## src/rtl/rnd_backoff.sv

```systemverilog
// rnd_backoff: Fibonacci LFSR random source with a random-interval backoff counter.
// Ports:
//   clk          rising-edge clock
//   rst_n        asynchronous active-low reset
//   i_shift      advance the LFSR one step
//   i_seed_load  load the LFSR from i_seed (zero seed loads all ones)
//   i_seed       seed value
//   i_start      request a backoff of R+1 busy cycles, R = o_out
//   i_abort      cancel a backoff in progress
//   o_out        R = low OUT_W bits of the LFSR
//   o_out_termo  thermometer code of o_out (bit k set iff k <= o_out)
//   o_state      full LFSR contents
//   o_busy       high while counting
//   o_done       one-cycle pulse when the count completes
module rnd_backoff #(
    parameter int                 WIDTH = 16,
    parameter logic [WIDTH-1:0]   TAPS  = WIDTH'(16'h002D),
    parameter int                 OUT_W = 3
) (
    input  logic                  clk,
    input  logic                  rst_n,
    input  logic                  i_shift,
    input  logic                  i_seed_load,
    input  logic [WIDTH-1:0]      i_seed,
    input  logic                  i_start,
    input  logic                  i_abort,
    output logic [OUT_W-1:0]      o_out,
    output logic [(1<<OUT_W)-1:0] o_out_termo,
    output logic [WIDTH-1:0]      o_state,
    output logic                  o_busy,
    output logic                  o_done
);
    localparam int TERMO_W = 1 << OUT_W;

    typedef enum logic [1:0] {IDLE, COUNT, DONE} state_t;

    state_t           state;
    logic [OUT_W-1:0] cnt;
    logic [WIDTH-1:0] s_reg;
    logic [WIDTH-1:0] s_next;
    logic             fb;
    logic             start_ok;

    assign fb       = ^(s_reg & TAPS);
    assign start_ok = (state == IDLE) && i_start && !i_abort;
    assign o_out    = s_reg[OUT_W-1:0];
    assign o_state  = s_reg;

    // A zero register would lock the LFSR, so it is forced back to all ones
    // unless a nonzero seed is being loaded that same edge.
    always_comb
        s_next = i_seed_load          ? ((i_seed == '0) ? '1 : i_seed) :
                 (s_reg == '0)        ? '1 :
                 (i_shift || start_ok) ? {fb, s_reg[WIDTH-1:1]} : s_reg;

    for (genvar k = 0; k < TERMO_W; k++) begin : g_termo
        assign o_out_termo[k] = o_out >= OUT_W'(k);
    end

    always_ff @(posedge clk or negedge rst_n) begin
        if (!rst_n) begin
            s_reg  <= '1;
            state  <= IDLE;
            cnt    <= '0;
            o_busy <= 1'b0;
            o_done <= 1'b0;
        end else begin
            s_reg <= s_next;
            case (state)
                IDLE: if (start_ok) begin
                    state  <= COUNT;
                    cnt    <= o_out;
                    o_busy <= 1'b1;
                end
                COUNT: if (i_abort) begin
                    state  <= IDLE;
                    cnt    <= '0;
                    o_busy <= 1'b0;
                end else if (cnt == '0) begin
                    state  <= DONE;
                    o_busy <= 1'b0;
                    o_done <= 1'b1;
                end else begin
                    cnt <= cnt - 1'b1;
                end
                DONE: begin
                    state  <= IDLE;
                    o_done <= 1'b0;
                end
                default: begin
                    state  <= IDLE;
                    cnt    <= '0;
                    o_busy <= 1'b0;
                    o_done <= 1'b0;
                end
            endcase
        end
    end
endmodule

```

## config.mk

```make
export PLATFORM = sky130hd
export DESIGN_NAME = rnd_backoff
export DESIGN_NICKNAME = d
export VERILOG_FILES = /design/src/rtl/rnd_backoff.sv
export SDC_FILE = /design/constraint.sdc
export NUM_CORES = 1
export LEC_CHECK = 0
export BUFFER_PORTS_ARGS = -buffer_cell sky130_fd_sc_hd__buf_2
export CAP_MARGIN = 0
export CELL_PAD_IN_SITES_DETAIL_PLACEMENT = 1
export CELL_PAD_IN_SITES_GLOBAL_PLACEMENT = 1
export CORE_AREA = 2 2 63 65
export DETAILED_ROUTE_END_ITERATION = 10
export DIE_AREA = 0 0 65 67
export HOLD_SLACK_MARGIN = 0.06
export PLACE_DENSITY = 0.84
export SYNTH_ARGS = -nofsm -noshare
export SYNTH_HDL_FRONTEND = slang
export SYNTH_SLANG_ARGS = --single-unit
export TNS_END_PERCENT = 100
```

## constraint.sdc

```tcl
create_clock -name clk -period 6.29 [get_ports clk]
set_clock_uncertainty 0.05 [all_clocks]
set_input_delay 1.258 -clock clk [delete_from_list [all_inputs] [get_ports clk]]
set_output_delay 1.258 -clock clk [all_outputs]
set_load 0.01 [all_outputs]
```

# After elaboration in Yosys (flattened, before gate mapping)
# Cells that the tools add are included.
[word_totals]
regBits = 23
input_bits = 22
output_inout_bits = 29
wordCells = 56
[classes]
addsub = 1
order_cmp = 8
n_eq_ne = 7
mux = 19
bitwise_logic = 2
n_reduce_logical = 14
[ops]
columns = ["cell", "n"]
rows = [
  ["$mux 16", 4],
  ["$logic_not 16->1", 2],
  ["$reduce_xor 16->1", 1],
  ["$ge 3x3->1 const B", 4],
  ["$mux 3", 3],
  ["$pmux 3 s3", 1],
  ["$reduce_and 3->1", 3],
  ["$ge 3x1->1 const B", 2],
  ["$ge 3x2->1 const B", 2],
  ["$mux 2", 3],
  ["$ne 2x2->1 const B", 3],
  ["$ne 3x3->1 const B", 2],
  ["$mux 1", 5],
  ["$pmux 2 s2", 1],
  ["$logic_not 3->1", 1],
  ["$pmux 1 s3", 1],
  ["$reduce_bool 3->1", 1],
  ["$sub 3x1->3 const B", 1],
  ["$eq 2x1->1 const B", 1],
  ["$eq 2x2->1 const B", 1],
  ["$logic_and 1x1->1", 2],
  ["$logic_not 2->1", 1],
  ["$not 1->1", 2],
  ["$pmux 1 s2", 1],
  ["3 further kinds", 3],
]

# Logic depth before layout (Yosys ltp)
# Gate-level depths: netlist of run 1.
[depth]
ltp_word = 7
mapped_depth = 8
mapped_depth_nobuf = 6

# Least setup slack after synthesis of run 1
# OpenSTA, ideal clock, no wires.
[synth_path]
kind = "input to register"
start = "input port i_seed[8]"
end = "register s_reg[12], in the netlist o_state[12]"
setup_time_ns = 0.075
arrival_ns = 2.656
t_required_ns = 6.165
setup_slack_ns = 3.509
cell_stages = 5
n_path_buf = 1
cell_sequence = "or4_4 o41ai_4 buf_6 o22ai_1 mux2i_1"
[synth_between]
elab_chain_len = 3
[synth_lines]
columns = ["item", "line_no", "rtl"]
rows = [
  ["start, declared", "24", "input logic [WIDTH-1:0] i_seed,"],
  ["$logic_not 16->1", "52", "s_next = i_seed_load ? ((i_seed == '0) ? '1 : i_seed) :"],
  ["$mux 16 (2 in series)", "52", ""],
  ["end signal, assigned", "68", "s_reg <= s_next;"],
  ["end, declared", "39", "logic [WIDTH-1:0] s_reg;"],
]
# Every way passes these cells.
# A chain may end at the register's enable or synchronous reset.

# Worst setup path in the final report of run 1
[layout_path]
start = "input port i_seed[8]"
end = "register s_reg[0], in the netlist o_state[0]"
# The elaborated chain is that of the path after synthesis.

==> results.json, run 1 <==
{
  "avgSynthCellArea_um2": 10.07,
  "fp-row-count": 22,
  "regToRegStartpoint": "o_state[2]",
  "crit_arrival_ns": 3.22,
  "avgViaCountPerCell": 5.246,
  "grt_pass1_vias": 1239,
  "die-width_um": 65,
  "grt_max_degree": 24,
  "synthDistinctLibCells": 33,
  "grt_busiest_layer": "met2",
  "portBuffers": 49,
  "p_switching_uw": 181.1,
  "dr_total_vias": 1175,
  "drc_errors": 0,
  "cp.required_ns": 6.43,
  "grt_pass1_wl_um": 5699,
  "slew_headroom": 0.3846,
  "grt_antenna_before_repair": 0,
  "drv_slew": 0,
  "htreeDepth": 1,
  "finalHoldViolations": 0,
  "die_area_um2": 4355,
  "run_status": "finished, final reports clean",
  "crit_start": "i_seed[8]",
  "dr.pass1.iters": 4,
  "ys_ff_latch": 23,
  "ir_drop_mv": 0.1575,
  "drive_gt1_frac": 0.4091,
  "syn-cell-area_um2": 1339,
  "slowest_stage": "o41ai_4",
  "clockBufferDepth": 2,
  "clockPowerShare": 0.183,
  "syn-num-nets": 158,
  "critPathMaxStageDelay_ns": 0.86,
  "track_usage": 0.1737,
  "finalWirelength_um": 3622,
  "yosysTopAreaCell": "dfstp_2",
  "rsz0062_at_grt": "no",
  "ys_warn_count": 0,
  "path_max_fanout": 16,
  "syn_to_final_growth_pct": 21.40,
  "grtUsageMet3": 0.03547,
  "cts_hold_buf": 0,
  "hold_path_startpoint": "o_state[11]",
  "grt_overflow": 0,
  "hpwlAfterDp_um": 2771,
  "cts_root_buf": "clkbuf_8",
  "setup_tns_ns": 0,
  "setup_violations": 0,
  "postCtsSetupBuffers": 0,
  "period_share": 0.4895,
  "fin_crit_ns": 3.079,
  "ios": 51,
  "synth-seq-area-share": 0.4449,
  "maxCapViolCount": 0,
  "cp-end-kind": "register",
  "final_cells": 224,
  "cts_tree": "yes",
  "num-nets-final": 202,
  "fp.dieH_um": 67,
  "hold_class": "register to register",
  "insertion_delay_ns": 0.26,
  "startpoint_type": "primary input",
  "swShare": 0.3577,
  "core_area_um2": 3606,
  "cts_made_buffers": 3,
  "initial_core_util": 0.3713,
  "first_iter_violations": 30,
  "pwr-share-comb": 0.356,
  "diodes": 0,
  "syn_inst": 133,
  "worstPathCellList": "buf_2 > or4_4 > o41ai_4 > o22ai_1 > mux2i_1",
  "ant_nets": 0,
  "cts_resized": 0,
  "met2_usage": 0.3428,
  "dp.cells": 220,
  "fmax_mhz": 324.8,
  "power.density_nw_per_um2": 311.6,
  "synth_top_area_frac": 0.3140,
  "worst_slew_pin_slew_ns": 0.9230,
  "gp_congestion": 0.8372,
  "p_seq_frac": 0.461,
  "use_met1": 0.1878,
  "cts.sinks": 23,
  "p_leak_nw": 0.8483,
  "fillers": 429,
  "post_drt_wl_per_cell_um": 16.17,
  "power.internal_uw": 325.3,
  "clkTransAtPathRegs_ns": 0.08,
  "critical_path_class": "primary input to register",
  "synth_area_leaders": "dfstp_2, dfrtp_1, mux2i_1"
}
Yosys cell counts:
cell / n
dfrtp_1: 7
or3_1: 1
mux2i_1: 16
nand3b_1: 1
xnor2_1: 3
a21oi_1: 3
nand2_1: 4
a41o_2: 1
o31ai_1: 1
a2111oi_0: 1
buf_2: 3
clkinv_1: 1
ha_1: 3
dfstp_2: 16
nor4b_1: 2
buf_6: 1
nor2_1: 8
o21ai_0: 2
buf_4: 4
or4_4: 2
a32o_1: 1
o22ai_1: 19
conb_1: 1
nand2b_1: 1
inv_1: 19
a22o_1: 1
nor4_1: 2
clkbuf_1: 2
o41ai_4: 1
or4b_1: 1
nor3_1: 2
or4_1: 2
nor2b_1: 1
final cells by class:
type	instances	area, um^2	share of cell area
Multi-Input combinational cell	80	604.3	0.3718
Sequential cell	23	595.6	0.3664
Timing Repair Buffer	49	245.2	0.1509
Inverter	20	75.07	0.04619
Tap cell	48	60.06	0.03695
Clock buffer	4	45.04	0.02771
power by group through the flow:
stage	Clock (mW)	Combinational (mW)	Sequential, mW
floorplan	0	0.112	0.237
finish	0.0927	0.180	0.233
detailed placement	0	0.182	0.236
CTS	0.0950	0.184	0.234
global placement	0	0.174	0.233
global route	0.100	0.202	0.240
cells in the final DEF, fill, tap and decap left out, types with 2 or more instances in the layout:
cell / n
ha_1: 3
o21ai_0: 2
xnor2_1: 3
dfrtp_1: 7
or4_1: 2
a21oi_1: 3
nor2_1: 8
inv_1: 19
nor4_1: 2
nand2_1: 4
buf_2: 49
or4_4: 2
mux2i_1: 16
nor4b_1: 2
dfstp_2: 16
o22ai_1: 19
nor3_1: 2
clkbuf_8: 3
flip-flops by register name, indices dropped and copies added, names as in the netlist:
register  flops
o_busy        1
o_done        1
cnt           3
state         2
o_state      16
worst max-delay path: cells and delay by family:
kind	cells	cell delay, ns
and+or+nand+nor	1	0.55
buffers and inverters	1	0.11
AOI/OAI and AO/OA	2	1.09
muxes	1	0.20
final timing paths:
check	end	slack, ns	cells after the start
max	o_state[0]	3.21	5
min	o_state[11]	0.44	2
max reg2reg	o_state[7]	3.49	6
min reg2reg	o_state[11]	0.44	2
max in group asynchronous	o_state[1]	4.91	1
min in group asynchronous	cnt[0]	0.92	1
metrics by stage:
step	instance area [um^2]	worst slack (ns)	hold slack (ns)	power (mW)	utilization
finish	1625	3.211	0.4390	0.5064	0.4507
global route	1625	3.088	0.4591	0.5419	0.4507
CTS	1625	3.174	0.4392	0.5125	0.4507
detailed placement	1580	2.906	0.4272	0.4176	0.4382
global placement	1580	3.049	0.4137	0.4066	0.4382
floorplan	1339	3.509	0.3985	0.3488	-
logic make-up after synthesis:
kind of cell,share of synthesized area
adders and majority gates,0.02804
muxes,0.1196
buffers and inverters,0.1037
and+or+nand+nor,0.1187
DFF,0.4449
AOI/OAI and AO/OA,0.1626
xor gates and xnor gates,0.01963
other,0.002801
layer usage:
layer,vias to the layer above,share of wire
li1,560,-
met1,574,0.41
met2,36,0.53
met3,5,0.059
met4,0,0.0080
met5,-,0
Note: power is estimated with default switching activity, not from simulation.
==> run 2: changes to the inputs <==
- CORE_AREA: 2 2 63 65 -> 2 2 64 66
- DIE_AREA: 0 0 65 67 -> 0 0 66 68
- PLACE_DENSITY: 0.84 -> 0.82
- clock period: 6.29 -> 3 ns (I/O delays scaled with it)
==> run 2 against run 1 <==
  * Final cell count grew 2.2%
  * Non-clock buffer count rose by 3
  * Die area up 3.1%
  * Largest power group unchanged
==> results.json, run 2 (synthesized netlist as in run 1, its figures left out) <==
{
  "cts_made_buffers": 3,
  "final_common_cell": "buf_2",
  "regToRegStartpoint": "o_state[2]",
  "rsz0062_at_grt": "no",
  "ant_nets": 0,
  "critical_path_class": "register to register",
  "cts_root_buf": "clkbuf_8",
  "clockBufferDepth": 2,
  "grt_max_degree": 24,
  "fin_crit_ns": 2.424,
  "power.density_nw_per_um2": 647.0,
  "setup_violations": 0,
  "pre_cts_ws_ns": 0.5362,
  "crit_arrival_ns": 2.58,
  "dr.pass1.iters": 4,
  "hold_class": "primary input to async pin",
  "p_leak_nw": 0.8647,
  "grt_pass1_wl_um": 5533,
  "dp.cells": 225,
  "swShare": 0.3622,
  "pwr-share-comb": 0.352,
  "cts.sinks": 23,
  "startpoint_type": "register",
  "critical_path_buf_inv_count": 2,
  "power.total_mw": 1.069,
  "period_share": 0.8080,
  "gp_congestion": 0.8257,
  "worst_slack_ns": 0.5761,
  "power.internal_uw": 681.5,
  "first_iter_violations": 54,
  "worst_slew_pin_slew_ns": 0.5193,
  "p_seq_frac": 0.459,
  "fmax_mhz": 412.6,
  "p_switching_uw": 387.0,
  "drc_errors": 0,
  "insertion_delay_ns": 0.27,
  "ir_drop_mv": 0.2495,
  "core_area_um2": 3856,
  "post_drt_wl_per_cell_um": 15.38,
  "track_usage": 0.1628,
  "fp-row-count": 23,
  "cts_hold_buf": 0,
  "slowest_stage": "dfstp_2",
  "mostFrequentLayoutCells": "buf_2, inv_1, o22ai_1, mux2i_1, dfstp_2",
  "drive_gt1_frac": 0.4246,
  "clockPowerShare": 0.189,
  "slew_headroom": 0.6526,
  "hpwlAfterDp_um": 2766,
  "drv_slew": 0,
  "htreeDepth": 1,
  "grt_overflow": 0,
  "maxCapViolCount": 0,
  "crit_family": "flip-flops",
  "fp.dieH_um": 68,
  "diodes": 0,
  "die-width_um": 66,
  "grt_antenna_before_repair": 0,
  "run_status": "finished, final reports clean",
  "grt_pass1_vias": 1199,
  "cts_tree": "yes",
  "syn_to_final_growth_pct": 23.36,
  "largest_reg_flops": 16,
  "worstPathCellList": "clkinv_1 > ha_1 > nor4b_1 > a41o_2 > or3_1 > buf_4 > mux2i_1",
  "postCtsSetupBuffers": 0,
  "portBuffers": 49,
  "die_area_um2": 4488,
  "dr_total_vias": 1151,
  "avgViaCountPerCell": 5.026,
  "finalWirelength_um": 3521,
  "setup_tns_ns": 0,
  "initial_core_util": 0.3472,
  "num-nets-final": 205,
  "ios": 51,
  "cts_resized": 0,
  "whs_ns": 0.2399,
  "finalHoldViolations": 0,
  "cp-end-kind": "register",
  "clkTransAtPathRegs_ns": 0.09,
  "final_cells": 229,
  "cp.required_ns": 3.15,
  "critPathMaxStageDelay_ns": 0.57,
  "path_max_fanout": 17,
  "fillers": 479,
  "crit_start": "o_state[2]"
}
[run 2: changes by cell type in the layout (fill, tap and decap cells not counted)]
cell | previous run | this run
clkbuf_1 | 1 | 0
clkinv_2 | 0 | 1
buf_4 | 0 | 3
[run 2: final timing paths]
check	endpoint	slack, ns	cells past startpoint
worst min-delay path	cnt[0]	0.24	1
worst max register to register	o_state[9]	0.58	7
max in group asynchronous	o_state[4]	2.30	1
min in group clk	cnt[1]	0.44	2
worst max-delay path	o_state[9]	0.58	7
worst min register to register	cnt[1]	0.44	2
[run 2: cell type report]
type	count	area, um^2	area share
timing repair buffer	52	267.8	0.1621
multi-input combinational	80	604.3	0.3659
clock inverter	1	5.005	0.003030
clock buffer	3	41.29	0.02500
tap	50	62.56	0.03788
sequential	23	595.6	0.3606
inverter	20	75.07	0.04545
[run 2: power groups by stage]
stage | logic (mW) | registers, mW | clock network (mW)
after floorplan | 0.235 | 0.496 | 0
after global placement | 0.372 | 0.493 | 0
after detailed placement | 0.380 | 0.496 | 0
after CTS | 0.383 | 0.491 | 0.206
after global routing | 0.426 | 0.505 | 0.214
final | 0.376 | 0.491 | 0.202
[run 2: per-layer routing]
metal  vias up  wire length [um]  GRT usage
met1       545              1537     0.2037
met2        38              1702     0.2828
li1        563                 -          -
met3         5               228    0.02303
met4         0                52    0.06888
met5         -                 0          0
[run 2: per-stage QoR]
stage	area, um^2	util
after detailed placement	1605	0.4163
after CTS	1652	0.4283
after global routing	1652	0.4283
after global placement	1605	0.4163
after floorplan	1339	-
final	1652	0.4283
==> run 3: changes to the inputs <==
- CORE_AREA: 2 2 64 66 -> 2 2 68 70
- DIE_AREA: 0 0 66 68 -> 0 0 70 72
- PLACE_DENSITY: 0.82 -> 0.77
- clock period: 3 -> 2.2 ns (I/O delays scaled with it)
==> run 3 against run 2 <==
  * Via count rose by 5.0%
  * First-iteration DRC count rose by 20%
  * Die area rose by 12%
  * Worst setup slack got worse by 0.46 ns
  * Critical endpoint is now o_state[13]
  * Fmax rose by 16%
  * Highest routed layer unchanged
  * Cell area rose by 1.6%
==> results.json, run 3 (synthesized netlist as in run 1, its figures left out) <==
{
  "grt_antenna_before_repair": 0,
  "fmax_mhz": 480.6,
  "whs_ns": 0.09428,
  "ant_nets": 0,
  "period_share": 0.9457,
  "pre_cts_ws_ns": 0.1360,
  "grt_max_degree": 24,
  "slew_headroom": 0.6385,
  "worst_slack_ns": 0.1194,
  "power.density_nw_per_um2": 880.6,
  "initial_core_util": 0.3140,
  "core_area_um2": 4264,
  "cts.sinks": 23,
  "cts_hold_buf": 0,
  "finalWirelength_um": 3798,
  "insertion_delay_ns": 0.27,
  "path_max_fanout": 16,
  "first_iter_violations": 65,
  "critPathMaxStageDelay_ns": 0.58,
  "grt_overflow": 0,
  "avgViaCountPerCell": 5.167,
  "track_usage": 0.1571,
  "worstPathCellList": "clkinv_2 > ha_1 > nor4b_1 > a41o_2 > or3_1 > buf_4 > mux2i_1",
  "final_cells": 234,
  "htreeDepth": 1,
  "die_area_um2": 5040,
  "power.total_mw": 1.477,
  "drv_slew": 0,
  "drive_gt1_frac": 0.4396,
  "drc_errors": 0,
  "clkTransAtPathRegs_ns": 0.09,
  "setup_violations": 0,
  "diodes": 0,
  "crit_family": "flip-flops",
  "crit_arrival_ns": 2.23,
  "fp.dieH_um": 72,
  "worst_slew_pin_slew_ns": 0.5422,
  "dr.pass1.iters": 4,
  "die-width_um": 70,
  "p_leak_nw": 0.8822,
  "num-nets-final": 208,
  "ir_drop_mv": 0.3907,
  "largest_reg_flops": 16,
  "critical_path_buf_inv_count": 2,
  "cp-end-kind": "register",
  "cts_root_buf": "clkbuf_8",
  "slowest_stage": "dfstp_2",
  "grt_pass1_vias": 1275,
  "cts_made_buffers": 3,
  "fp-row-count": 24,
  "grt_pass1_wl_um": 6327,
  "cts_resized": 0,
  "rsz0062_at_grt": "no",
  "gp_congestion": 0.7717,
  "startpoint_type": "register",
  "fin_crit_ns": 2.081,
  "maxCapViolCount": 0,
  "ios": 51,
  "cp.required_ns": 2.35,
  "cts_tree": "yes",
  "run_status": "finished, final reports clean",
  "clockBufferDepth": 2,
  "syn_to_final_growth_pct": 25.33,
  "finalHoldViolations": 0,
  "mostFrequentLayoutCells": "buf_2, inv_1, o22ai_1, mux2i_1, dfstp_2",
  "dr_total_vias": 1209,
  "dp.cells": 230,
  "final_common_cell": "buf_2",
  "post_drt_wl_per_cell_um": 16.23,
  "setup_tns_ns": 0,
  "hpwlAfterDp_um": 2906,
  "postCtsSetupBuffers": 0,
  "hold_class": "primary input to async pin",
  "portBuffers": 49,
  "critical_path_class": "register to register"
}
run 3: where the power goes:
part / switching, mW / total, mW / internal (mW)
sequential: 0.110 / 0.670 / 0.560
clock: 0.147 / 0.273 / 0.127
combinational: 0.280 / 0.534 / 0.254
total: 0.537 / 1.48 / 0.941
run 3: final cells by class:
cell class                 count  area, um^2
fill                         518        2586
multi-input combinational     80       604.3
sequential                    23       595.6
timing repair buffer          55       290.3
inverter                      20       76.32
tap                           52       65.06
clock buffer                   3       41.29
clock inverter                 1       5.005
run 3: worst reg2reg max path, stage by stage (launching register included):
cell and delay [ns]:
dfstp_2 0.58, clkinv_2 0.07, ha_1 0.20, nor4b_1 0.14, a41o_2 0.23, or3_1 0.30, buf_4 0.23, mux2i_1 0.20
run 3: path summary, 6_finish.rpt:
path                       slack, ns          end  cells after the start   startpoint
min in group clk                0.34     state[0]                      2      i_abort
max                             0.12  o_state[13]                      7   o_state[2]
min reg2reg                     0.45  o_state[11]                      2  o_state[11]
min                             0.09       cnt[1]                      1        rst_n
max in group asynchronous       1.63   o_state[4]                      1        rst_n
max reg2reg                     0.12  o_state[13]                      7   o_state[2]
run 3: routing by layer:
metal / share of wire / routed length, um / global-route usage
met1: 0.43 / 1652 / 0.1928
met2: 0.50 / 1899 / 0.2847
met3: 0.058 / 221 / 0.03611
met4: 0.0063 / 24 / 0.03205
met5: 0 / 0 / 0
run 3: stage by stage:
stage               area [um^2]  utilization
detailed placement         1632       0.3826
CTS                        1678       0.3935
finish                     1678       0.3935
global placement           1632       0.3826
floorplan                  1343            -
global route               1678       0.3935
